==> src/rtl/clk_div_pkg.sv <==
// Shared constants and configuration clamping for the programmable clock divider.
package clk_div_pkg;

  localparam int DIV_WIDTH   = 16;
  localparam int DIV_DEFAULT = 4;

  typedef struct packed {
    logic [31:0] div_eff;
    logic [31:0] high_eff;
  } clamp_t;

  // Divisor is floored at 2 and high-time kept inside 1..div-1 so every enabled channel toggles.
  function automatic clamp_t clamp_cfg(input logic [31:0] div, input logic [31:0] high);
    clamp_t r;
    r.div_eff = (div < 32'd2) ? 32'd2 : div;
    if (high == 32'd0)
      r.high_eff = 32'd1;
    else if (high >= r.div_eff)
      r.high_eff = r.div_eff - 32'd1;
    else
      r.high_eff = high;
    return r;
  endfunction

endpackage

==> src/rtl/clk_div_chan.sv <==
// One divider channel: period counter, active/pending config and registered outputs.
module clk_div_chan
  import clk_div_pkg::*;
#(
  parameter int WIDTH       = DIV_WIDTH,
  parameter int DEFAULT_DIV = DIV_DEFAULT
) (
  input  logic             old_clock,
  input  logic             reset,
  input  logic             en,
  input  logic             sync,
  input  logic             load,
  input  logic [WIDTH-1:0] div_in,
  input  logic [WIDTH-1:0] high_in,
  output logic             new_clock,
  output logic             tick,
  output logic             pending
);

  logic [WIDTH-1:0] cnt;
  logic [WIDTH-1:0] div_act;
  logic [WIDTH-1:0] high_act;
  logic [WIDTH-1:0] div_pend;
  logic [WIDTH-1:0] high_pend;
  logic             last;
  logic             wrap;
  logic             apply;
  clamp_t           eff;
  logic [WIDTH-1:0] div_eff;
  logic [WIDTH-1:0] high_eff;

  assign last     = (cnt == div_act - WIDTH'(1));
  // Sync truncates the period without counting as a wrap, so it never applies config.
  assign wrap     = en && !sync && last;
  assign apply    = pending && (!en || wrap);
  assign eff      = clamp_cfg(32'(div_pend), 32'(high_pend));
  assign div_eff  = WIDTH'(eff.div_eff);
  assign high_eff = WIDTH'(eff.high_eff);

  always_ff @(posedge old_clock or posedge reset) begin
    if (reset) begin
      cnt       <= '0;
      div_act   <= WIDTH'(DEFAULT_DIV);
      high_act  <= WIDTH'(DEFAULT_DIV / 2);
      div_pend  <= '0;
      high_pend <= '0;
      pending   <= 1'b0;
      new_clock <= 1'b0;
      tick      <= 1'b0;
    end else begin
      new_clock <= en && (cnt < high_act);
      tick      <= en && last;

      if (!en || sync || last)
        cnt <= '0;
      else
        cnt <= cnt + WIDTH'(1);

      if (apply) begin
        div_act  <= div_eff;
        high_act <= high_eff;
      end

      // A load on the apply cycle is captured after the old pending values move out.
      if (load) begin
        div_pend  <= div_in;
        high_pend <= high_in;
        pending   <= 1'b1;
      end else if (apply) begin
        pending   <= 1'b0;
      end
    end
  end

endmodule

==> src/rtl/clk_div_prog.sv <==
// Multi-channel programmable clock divider: one clk_div_chan per channel sharing sync.
module clk_div_prog
  import clk_div_pkg::*;
#(
  parameter int CHANNELS    = 2,
  parameter int WIDTH       = DIV_WIDTH,
  parameter int DEFAULT_DIV = DIV_DEFAULT
) (
  input  logic                      old_clock,
  input  logic                      reset,
  input  logic [CHANNELS-1:0]       en,
  input  logic                      sync,
  input  logic [CHANNELS-1:0]       load,
  input  logic [CHANNELS*WIDTH-1:0] div_in,
  input  logic [CHANNELS*WIDTH-1:0] high_in,
  output logic [CHANNELS-1:0]       new_clock,
  output logic [CHANNELS-1:0]       tick,
  output logic [CHANNELS-1:0]       pending
);

  for (genvar k = 0; k < CHANNELS; k++) begin : g_chan
    clk_div_chan #(
      .WIDTH       (WIDTH),
      .DEFAULT_DIV (DEFAULT_DIV)
    ) u_chan (
      .old_clock (old_clock),
      .reset     (reset),
      .en        (en[k]),
      .sync      (sync),
      .load      (load[k]),
      .div_in    (div_in[k*WIDTH +: WIDTH]),
      .high_in   (high_in[k*WIDTH +: WIDTH]),
      .new_clock (new_clock[k]),
      .tick      (tick[k]),
      .pending   (pending[k])
    );
  end

endmodule

==> config.mk <==
export PLATFORM = sky130hd
export DESIGN_NAME = clk_div_prog
export DESIGN_NICKNAME = d
export VERILOG_FILES = /design/src/rtl/clk_div_pkg.sv /design/src/rtl/clk_div_chan.sv /design/src/rtl/clk_div_prog.sv
export SDC_FILE = /design/constraint.sdc
export NUM_CORES = 1
export LEC_CHECK = 0
export CAP_MARGIN = 5
export CORE_MARGIN = 10
export CORE_UTILIZATION = 50
export CTS_CLUSTER_SIZE = 40
export DETAILED_ROUTE_END_ITERATION = 8
export PLACE_DENSITY = 0.7
export REMOVE_ABC_BUFFERS = 1
export SYNTH_ARGS = -nofsm -noshare
export SYNTH_HDL_FRONTEND = slang
export SYNTH_SLANG_ARGS = --single-unit
==> constraint.sdc <==
create_clock -name old_clock -period 7.56 [get_ports old_clock]
set_input_delay 1.89 -clock old_clock [delete_from_list [all_inputs] [get_ports old_clock]]
set_output_delay 1.89 -clock old_clock [all_outputs]
set_load 0.02 [all_outputs]
* After elaboration in Yosys (flattened, before gate mapping)
Cells that the tools add are included.
** Operators by class
- Add/subtract/negate cells :: 6
- Multipliers :: 0
- Divide/modulo/power cells :: 0
- $lt $le $gt $ge :: 6
- Equal/unequal tests :: 2
- Shift operators :: 0
- Muxes and demuxes :: 12
- Bitwise gates (word level) :: 0
- Reduce and logical (&&, ||, !) cells :: 23
** Operators by type and width (number)
- $mux W16 :: 8
- $ge A16 B32 Y1 :: 2
- $sub A16 B1 Y16 const B :: 4
- $add A16 B1 Y16 const B :: 2
- $eq A16 B16 Y1 :: 2
- $logic_not A16 Y1 :: 2
- $lt A16 B16 Y1 :: 2
- $lt A16 B2 Y1 const B :: 2
- $logic_and A1 B1 Y1 :: 10
- $logic_or A1 B1 Y1 :: 6
- $mux W1 :: 4
- $reduce_bool A2 Y1 :: 2
- $logic_not A1 Y1 :: 3
** Storage, ports and cells
- Register bits after elaboration :: 166
- Latch bits :: 0
- Memory bits (writable) :: 0
- Memory bits (read-only) :: 0
- Input bits :: 71
- Output and inout port bits :: 6
- Memories :: 0

* Logic depth before layout (Yosys ltp)
Gate-level depths: netlist of run 1.
- Depth in word-level cells :: 7
- Mapped depth :: 15
- Mapped depth without buffers :: 14

* Hierarchy
From an unflattened synthesis of run 1, not the netlist that was laid out.
** Second synthesis, totals
- Cell total of the unflattened synthesis :: 1217
- Area total of the unflattened synthesis :: 11244.5 µm²
** Modules (own cells, without submodules)
- clk_div_chan at g_chan[1].u_chan :: instances 1, cells each 719, area an instance 6188.4 µm², seq. area each 2079.5 µm²
- clk_div_chan at g_chan[0].u_chan :: instances 1, cells each 498, area an instance 5056.1 µm², seq. area each 2079.5 µm²

* Worst setup path before layout of run 1
Ideal clock, no wire load.
- Path type :: reg-to-reg
- Start :: reg g_chan[1].u_chan.div_pend[11]
- End :: reg g_chan[1].u_chan.high_act[11]
- Library setup time :: 0.125 ns
- Data arrival time :: 3.936 ns
- Data required time :: 7.435 ns
- Path slack :: 3.499 ns
- Cell stages (with the launch flop) :: 15
- Buffers on the path :: 1
- Period minus slack after synthesis :: 4.061 ns
- Path through :: dfrtp_1 -> or4_1 -> or4_1 -> or3_1 -> o21ai_1 -> inv_1 -> ha_1 -> nand2b_1 -> a2111oi_0 -> o21ai_0 -> o2111a_1 -> nor3_1 -> clkbuf_1 -> o31ai_1 -> mux2_2
** Between the ends
- Word-level cells in the longest chain between the ends :: 5
- Elaborated cells on any way between the ends :: 6
** RTL lines
- start, declared :: RTL line clk_div_chan.sv:23 : logic [WIDTH-1:0] div_pend;
- start signal, assigned :: RTL line clk_div_chan.sv:66 : div_pend <= div_in;
- $lt A16 B2 Y1 * :: RTL line clk_div_pkg.sv:15 : r.div_eff = (div < 32'd2) ? 32'd2 : div;
- $mux W16 * :: RTL line clk_div_pkg.sv:15
- named net g_chan[1].u_chan.div_eff[0] :: RTL line clk_div_chan.sv:29 : logic [WIDTH-1:0] div_eff;
- $ge A16 B32 Y1 / $sub A16 B1 Y16 (equally long branches) :: RTL line clk_div_pkg.sv:18, clk_div_pkg.sv:19
- $mux W16 * :: RTL line clk_div_pkg.sv:18 : else if (high >= r.div_eff)
- $mux W16 * :: RTL line clk_div_pkg.sv:16 : if (high == 32'd0)
- end signal, assigned :: RTL line clk_div_chan.sv:44 : high_act <= WIDTH'(DEFAULT_DIV / 2);
- end signal, assigned :: RTL line clk_div_chan.sv:61 : high_act <= high_eff;
- end, declared :: RTL line clk_div_chan.sv:22 : logic [WIDTH-1:0] high_act;
Mark *: on every way through the listed nets, which the timed path passes. The rest lies on a longest branch.
A chain may end at the register's enable or synchronous reset.

* Worst setup path after layout of run 1
Same ends and word-level chain as after synthesis.

==> results of run 1 <==
logic make-up (layout without fill, tap and decap cells):
kind of cell / Yosys count / in the layout / share of synthesized area
buf+inv: 121 / 191 / 0.0502
simple gates: 296 / 296 / 0.150
compound gates: 146 / 146 / 0.0970
fa+ha+maj: 68 / 68 / 0.0855
flops: 166 / 166 / 0.418
xor+xnor: 90 / 90 / 0.0792
mux: 111 / 111 / 0.120
where the power goes:
| part | total [mW] | switching, mW | leakage (nW) | internal [mW] |
|---|---|---|---|---|
| Clock | 0.890 | 0.412 | 0.296 | 0.478 |
| Combinational | 0.598 | 0.312 | 2.82 | 0.287 |
| Sequential | 1.13 | 0.118 | 2.04 | 1.02 |
flip-flops by register name (all words and copies together), names as in the netlist:
signal,flops
g_chan.u_chan.cnt,32
g_chan.u_chan.div_act,32
g_chan.u_chan.div_pend,32
g_chan.u_chan.high_act,32
g_chan.u_chan.high_pend,32
g_chan.u_chan.new_clock,2
g_chan.u_chan.pending,2
g_chan.u_chan.tick,2
stage by stage:
stage | utilization | setup WS (ns)
after floorplan | - | 1.19
after global placement | 0.557 | 3.42
after detailed placement | 0.557 | 3.32
after CTS | 0.588 | 3.30
after global routing | 0.588 | 2.96
final | 0.588 | 3.29
worst max-delay path, stage by stage (launching register included):
cell and delay, ns:
dfrtp_1 0.43, or4_1 0.56, or4_1 0.49, or3_1 0.42, o21ai_1 0.23, inv_1 0.09, ha_1 0.29, nand2b_1 0.14
a2111oi_0 0.36, o21ai_0 0.14, o2111a_1 0.16, nor3_2 0.09, buf_4 0.32, o31ai_1 0.15, mux2_2 0.28
cells in the final DEF, fill, tap and decap left out, types with 4 or more instances in the layout:
cell type / instances
o211ai_1: 6
a211oi_1: 5
mux2_2: 54
nor2_1: 85
a31oi_1: 6
ha_1: 68
dfrtp_1: 162
a21o_1: 16
xnor2_1: 54
nor3_1: 27
clkbuf_16: 17
mux2i_1: 42
inv_6: 6
and3_1: 13
or4_1: 10
dfstp_2: 4
nor4_1: 19
clkdlybuf4s50_1: 74
xor2_1: 36
a21oi_1: 30
nand2_1: 59
nand2b_1: 10
inv_1: 78
nand3_1: 29
buf_4: 4
o31ai_1: 7
o21a_1: 4
nand4_1: 9
o21ai_0: 41
mux2_1: 15
inv_8: 7
or3_1: 7
final cells by class:
cell class	instances	area, µm²
Fill cell	1685	8040
Multi-Input combinational cell	711	5310
Sequential cell	166	4160
Timing Repair Buffer	80	781
Clock buffer	17	425
Tap cell	265	332
Inverter	79	302
Clock inverter	15	176
final timing paths:
path,from,end,cells past startpoint
max,g_chan[1].u_chan.div_pend[11],g_chan[1].u_chan.high_act[11],14
max in group asynchronous,reset,g_chan[1].u_chan.cnt[15],3
min,g_chan[0].u_chan.high_act[9],g_chan[0].u_chan.high_act[9],1
min reg2reg,g_chan[0].u_chan.high_act[9],g_chan[0].u_chan.high_act[9],1
max reg2reg,g_chan[1].u_chan.div_pend[11],g_chan[1].u_chan.high_act[11],14
min in group asynchronous,reset,g_chan[1].u_chan.high_pend[12],2
layer usage:
| metal | up-vias | wire [µm] | global-route usage |
|---|---|---|---|
| met5 | - | 0 | 0 |
| li1 | 3643 | - | - |
| met2 | 190 | 9030 | 0.229 |
| met4 | 0 | 282 | 0.0409 |
| met1 | 3515 | 11700 | 0.269 |
| met3 | 18 | 1130 | 0.0376 |
==> flow_summary.json, run 1 <==
{
  "synth.area.top_cells": "dfrtp_1, ha_1, mux2_2",
  "die_h_um": 161,
  "synth.distinct_cells": 66,
  "syn_to_final_growth_pct": 15.4,
  "grt_pass1_wl_um": 36800,
  "ys_ff_latch": 166,
  "htreeDepth": 4,
  "arrival_ns": 4.58,
  "cap_violations": 0,
  "first_iter_violations": 497,
  "grt_pass1_vias": 7115,
  "worst_slew_pin_slew_ns": 1.15,
  "syn_area_per_cell_um2": 9.97,
  "fin_setup_tns_ns": 0,
  "cts_setup_buffers": 0,
  "grt_overflow": 0,
  "num_antenna_cells": 0,
  "cts_sinks": 166,
  "gp_congestion": 0.887,
  "power.leakage_nw": 5.16,
  "start_kind": "flip-flop",
  "rsz0062_at_grt": "no",
  "cellPowerDensity_nw_per_um2": 228,
  "stdcell_count": 1333,
  "synth_most_common_cell": "dfrtp_1",
  "rrSetupSlack_ns": 3.29,
  "grt_util_all_layers": 0.171,
  "synth_edf_count": 0,
  "final_area_um2": 11500,
  "min_period_ns": 4.27,
  "fp.coreArea_um2": 19500,
  "viasPerCell": 5.53,
  "fin_nets": 1194,
  "required_ns": 7.87,
  "clockBufferDepth": 2,
  "ios": 77,
  "hold_ws_ns": 0.492,
  "placed_area_um2": 10900,
  "mappedNetlistArea_um2": 9950,
  "drcViolationCount": 0,
  "timing.fmax_mhz": 234,
  "dr_total_vias": 7366,
  "cts_resized": 0,
  "crit_path_max_fanout": 31,
  "start_util": 0.509,
  "wirelength_um": 22200,
  "std_cell_rows": 51,
  "port_buffers": 76,
  "status": "complete, no violations",
  "cts-root-buf": "clkbuf_16",
  "yosysSeqAreaShare": 0.418,
  "finClkSkew_ns": 0.0121,
  "hpwl_um": 16300,
  "hold_path_class": "flip-flop to flip-flop",
  "setup_viol": 0,
  "synth_top_area_cell": "dfrtp_1",
  "synthTopCellsByCount": "dfrtp_1, nor2_1, inv_1, ha_1, nand2_1",
  "dieArea_um2": 25900,
  "die_w_um": 161,
  "yosys_warnings": 0,
  "async_flop_share": 1.00,
  "crit_type": "flip-flop to flip-flop",
  "fin_crit_sh": 0.564,
  "critPathCaptureType": "flip-flop",
  "grt_max_degree": 109,
  "netlist_instances": 998,
  "ant_nets": 0,
  "drive_above_1_share": 0.107,
  "dp_cells": 1301,
  "vdd_ir_drop_max_mv": 0.165,
  "clk_pin_slew_ns": 0.07,
  "drtPass1Iterations": 5,
  "synthFlopType": "dfrtp_1",
  "hold_violations": 0,
  "relSlewSlack": 0.229,
  "drv_slew": 0,
  "clock_latency_ns": 0.43,
  "wl_per_cell_um": 16.6,
  "antenna_found_initial": 0,
  "cts_tree": "done",
  "synth_top_area_frac": 0.407,
  "fin_total_pwr_mw": 2.62,
  "cts_buffers": 17,
  "cts_hold_buf": 0
}
(Power assumes the default switching activity.)
==> run 2, diff against run 1 <==
==> constraint.sdc (replaced) <==
create_clock -name old_clock -period 4.3 [get_ports old_clock]
set_input_delay 1.075 -clock old_clock [delete_from_list [all_inputs] [get_ports old_clock]]
set_output_delay 1.075 -clock old_clock [all_outputs]
set_load 0.02 [all_outputs]
==> run 2 against run 1 <==
  * Core utilization increased by 0.87 points
  * Register-to-register slack got worse by 3.1 ns
  * Sequential power increased by 77%
  * Worst hold slack improved by 0.0089 ns
  * Die area unchanged
  * Non-clock buffer count increased by 8
  * Worst setup slack got worse by 3.1 ns
  * Largest cell class unchanged
==> flow_summary.json, run 2 (synthesis results as in run 1) <==
{
  "status": "complete, no violations",
  "cellPowerDensity_nw_per_um2": 396,
  "ant_nets": 0,
  "wirelength_um": 22500,
  "timing.fmax_mhz": 241,
  "endpoint": "g_chan[1].u_chan.high_act[5]",
  "power.share.switching": 0.327,
  "cts_tree": "done",
  "power_frac_seq": 0.433,
  "regToRegStartpoint": "g_chan[1].u_chan.div_pend[11]",
  "ios": 77,
  "mostFrequentLayoutCells": "dfrtp_1, nor2_1, inv_1, clkdlybuf4s50_1, ha_1",
  "top_layer": "met4",
  "grt_util_all_layers": 0.174,
  "std_cell_rows": 51,
  "crit_path_max_fanout": 8,
  "fp.coreArea_um2": 19500,
  "finClkSkew_ns": 0.00899,
  "antenna_found_initial": 0,
  "critPathCaptureType": "flip-flop",
  "min_period_ns": 4.14,
  "crit_type": "flip-flop to flip-flop",
  "clockBufferDepth": 2,
  "grt_pass1_vias": 7085,
  "required_ns": 4.62,
  "final_common_cell": "dfrtp_1",
  "clock_latency_ns": 0.44,
  "dr_total_vias": 7341,
  "wl_met1_um": 12000,
  "drv_slew": 0,
  "arrival_ns": 4.47,
  "cts-root-buf": "clkbuf_16",
  "drive_above_1_share": 0.118,
  "wl_met3_um": 1140,
  "hold_ws_ns": 0.501,
  "p_sw_mw": 1.51,
  "dp_cells": 1305,
  "stdcell_count": 1341,
  "combinationalPowerShare": 0.239,
  "placed_area_um2": 11000,
  "dieArea_um2": 25900,
  "start_util": 0.509,
  "fin_nets": 1202,
  "route.met2.wl_um": 9100,
  "syn_to_final_growth_pct": 17.1,
  "vdd_ir_drop_max_mv": 0.311,
  "start_kind": "flip-flop",
  "cap_violations": 0,
  "clkPwrFrac": 0.328,
  "wl_per_cell_um": 16.8,
  "first_iter_violations": 462,
  "fin_crit_sh": 0.963,
  "gp_congestion": 0.868,
  "cts_buffers": 17,
  "num_antenna_cells": 0,
  "timing.rr.end": "g_chan[1].u_chan.high_act[5]",
  "final_area_um2": 11700,
  "die_w_um": 161,
  "hold_violations": 0,
  "setup_viol": 0,
  "rr_worst_depth": 14,
  "power.leakage_nw": 5.23,
  "worst_slew_pin_slew_ns": 0.922,
  "relSlewSlack": 0.385,
  "die_h_um": 161,
  "port_buffers": 76,
  "clk_pin_slew_ns": 0.07,
  "drtPass1Iterations": 7,
  "cts_sinks": 166,
  "cp-startpoint": "g_chan[1].u_chan.div_pend[11]",
  "rrSetupSlack_ns": 0.16,
  "drcViolationCount": 0,
  "grt_overflow": 0,
  "grt_pass1_wl_um": 37300,
  "hpwl_um": 16600,
  "grt_max_degree": 87,
  "cts_hold_buf": 0,
  "viasPerCell": 5.47,
  "p_int_mw": 3.11,
  "hold_path_class": "flip-flop to flip-flop",
  "htreeDepth": 4
}
==> run 2: metal layers <==
layer | up-vias | track usage
met5 | - | 0
li1 | 3634 | -
met2 | 153 | 0.229
met3 | 26 | 0.0369
met1 | 3528 | 0.278
met4 | 0 | 0.0401
==> run 2: power by group through the flow <==
stage          logic (mW)  registers (mW)  clock network (mW)
2_1_floorplan       0.775            1.95                   0
3_3_place_gp         1.03            2.02                   0
3_5_place_dp         1.06            2.02                   0
4_1_cts              1.07            1.99                1.53
5_1_grt              1.25            2.03                1.61
6_report             1.10            2.00                1.51
==> run 2: area by class of cell <==
cell class	instances	area [µm²]
Inverter	79	302
Sequential cell	166	4160
Clock buffer	17	425
Tap cell	265	332
Timing Repair Buffer	88	926
Multi-Input combinational cell	711	5350
Fill cell	1689	7870
Clock inverter	15	161
==> run 2: worst max-delay path, cell delays in order (launching register included) <==
cell and delay, ns:
dfrtp_1 0.42, or4_4 0.55, or4_4 0.46, or3_4 0.40
o21ai_2 0.14, inv_1 0.07, ha_1 0.27, nand2b_1 0.15
a2111oi_2 0.34, o21ai_0 0.13, o2111a_1 0.18, nor3_4 0.36
buf_12 0.18, o31ai_1 0.08, mux2_2 0.28
==> run 2: through the flow <==
step | util | setup slack (ns) | setup TNS (ns) | power [mW]
2_1_floorplan | - | -1.26 | -218.86 | 2.72
3_3_place_gp | 0.561 | 0.281 | 0 | 3.05
3_5_place_dp | 0.561 | 0.186 | 0 | 3.08
4_1_cts | 0.591 | 0.163 | 0 | 4.60
5_1_grt | 0.597 | -0.0244 | -0.0474 | 4.89
6_report | 0.597 | 0.158 | 0 | 4.62
==> run 2: worst min path at each step <==
stage | startpoint | to | slack (ns) | cells after the start
floorplan | g_chan[0].u_chan.high_act[11] | g_chan[0].u_chan.high_act[11] | 0.46 | 1
global placement | g_chan[0].u_chan.high_act[11] | g_chan[0].u_chan.high_act[11] | 0.49 | 1
detailed placement | g_chan[0].u_chan.high_act[5] | g_chan[0].u_chan.high_act[5] | 0.49 | 1
CTS | g_chan[0].u_chan.high_act[5] | g_chan[0].u_chan.high_act[5] | 0.51 | 1
global route | g_chan[0].u_chan.high_act[11] | g_chan[0].u_chan.high_act[11] | 0.53 | 1
finish | g_chan[0].u_chan.high_act[1] | g_chan[0].u_chan.high_act[1] | 0.50 | 2
==> run 2: timing repair <==
item / 4_1_cts / 5_1_grt
hold endpoints to repair: 0 / 0
setup buffers: 0 / 2
resized for setup: 0 / 8
endpoints found under the setup margin: 0 / 18
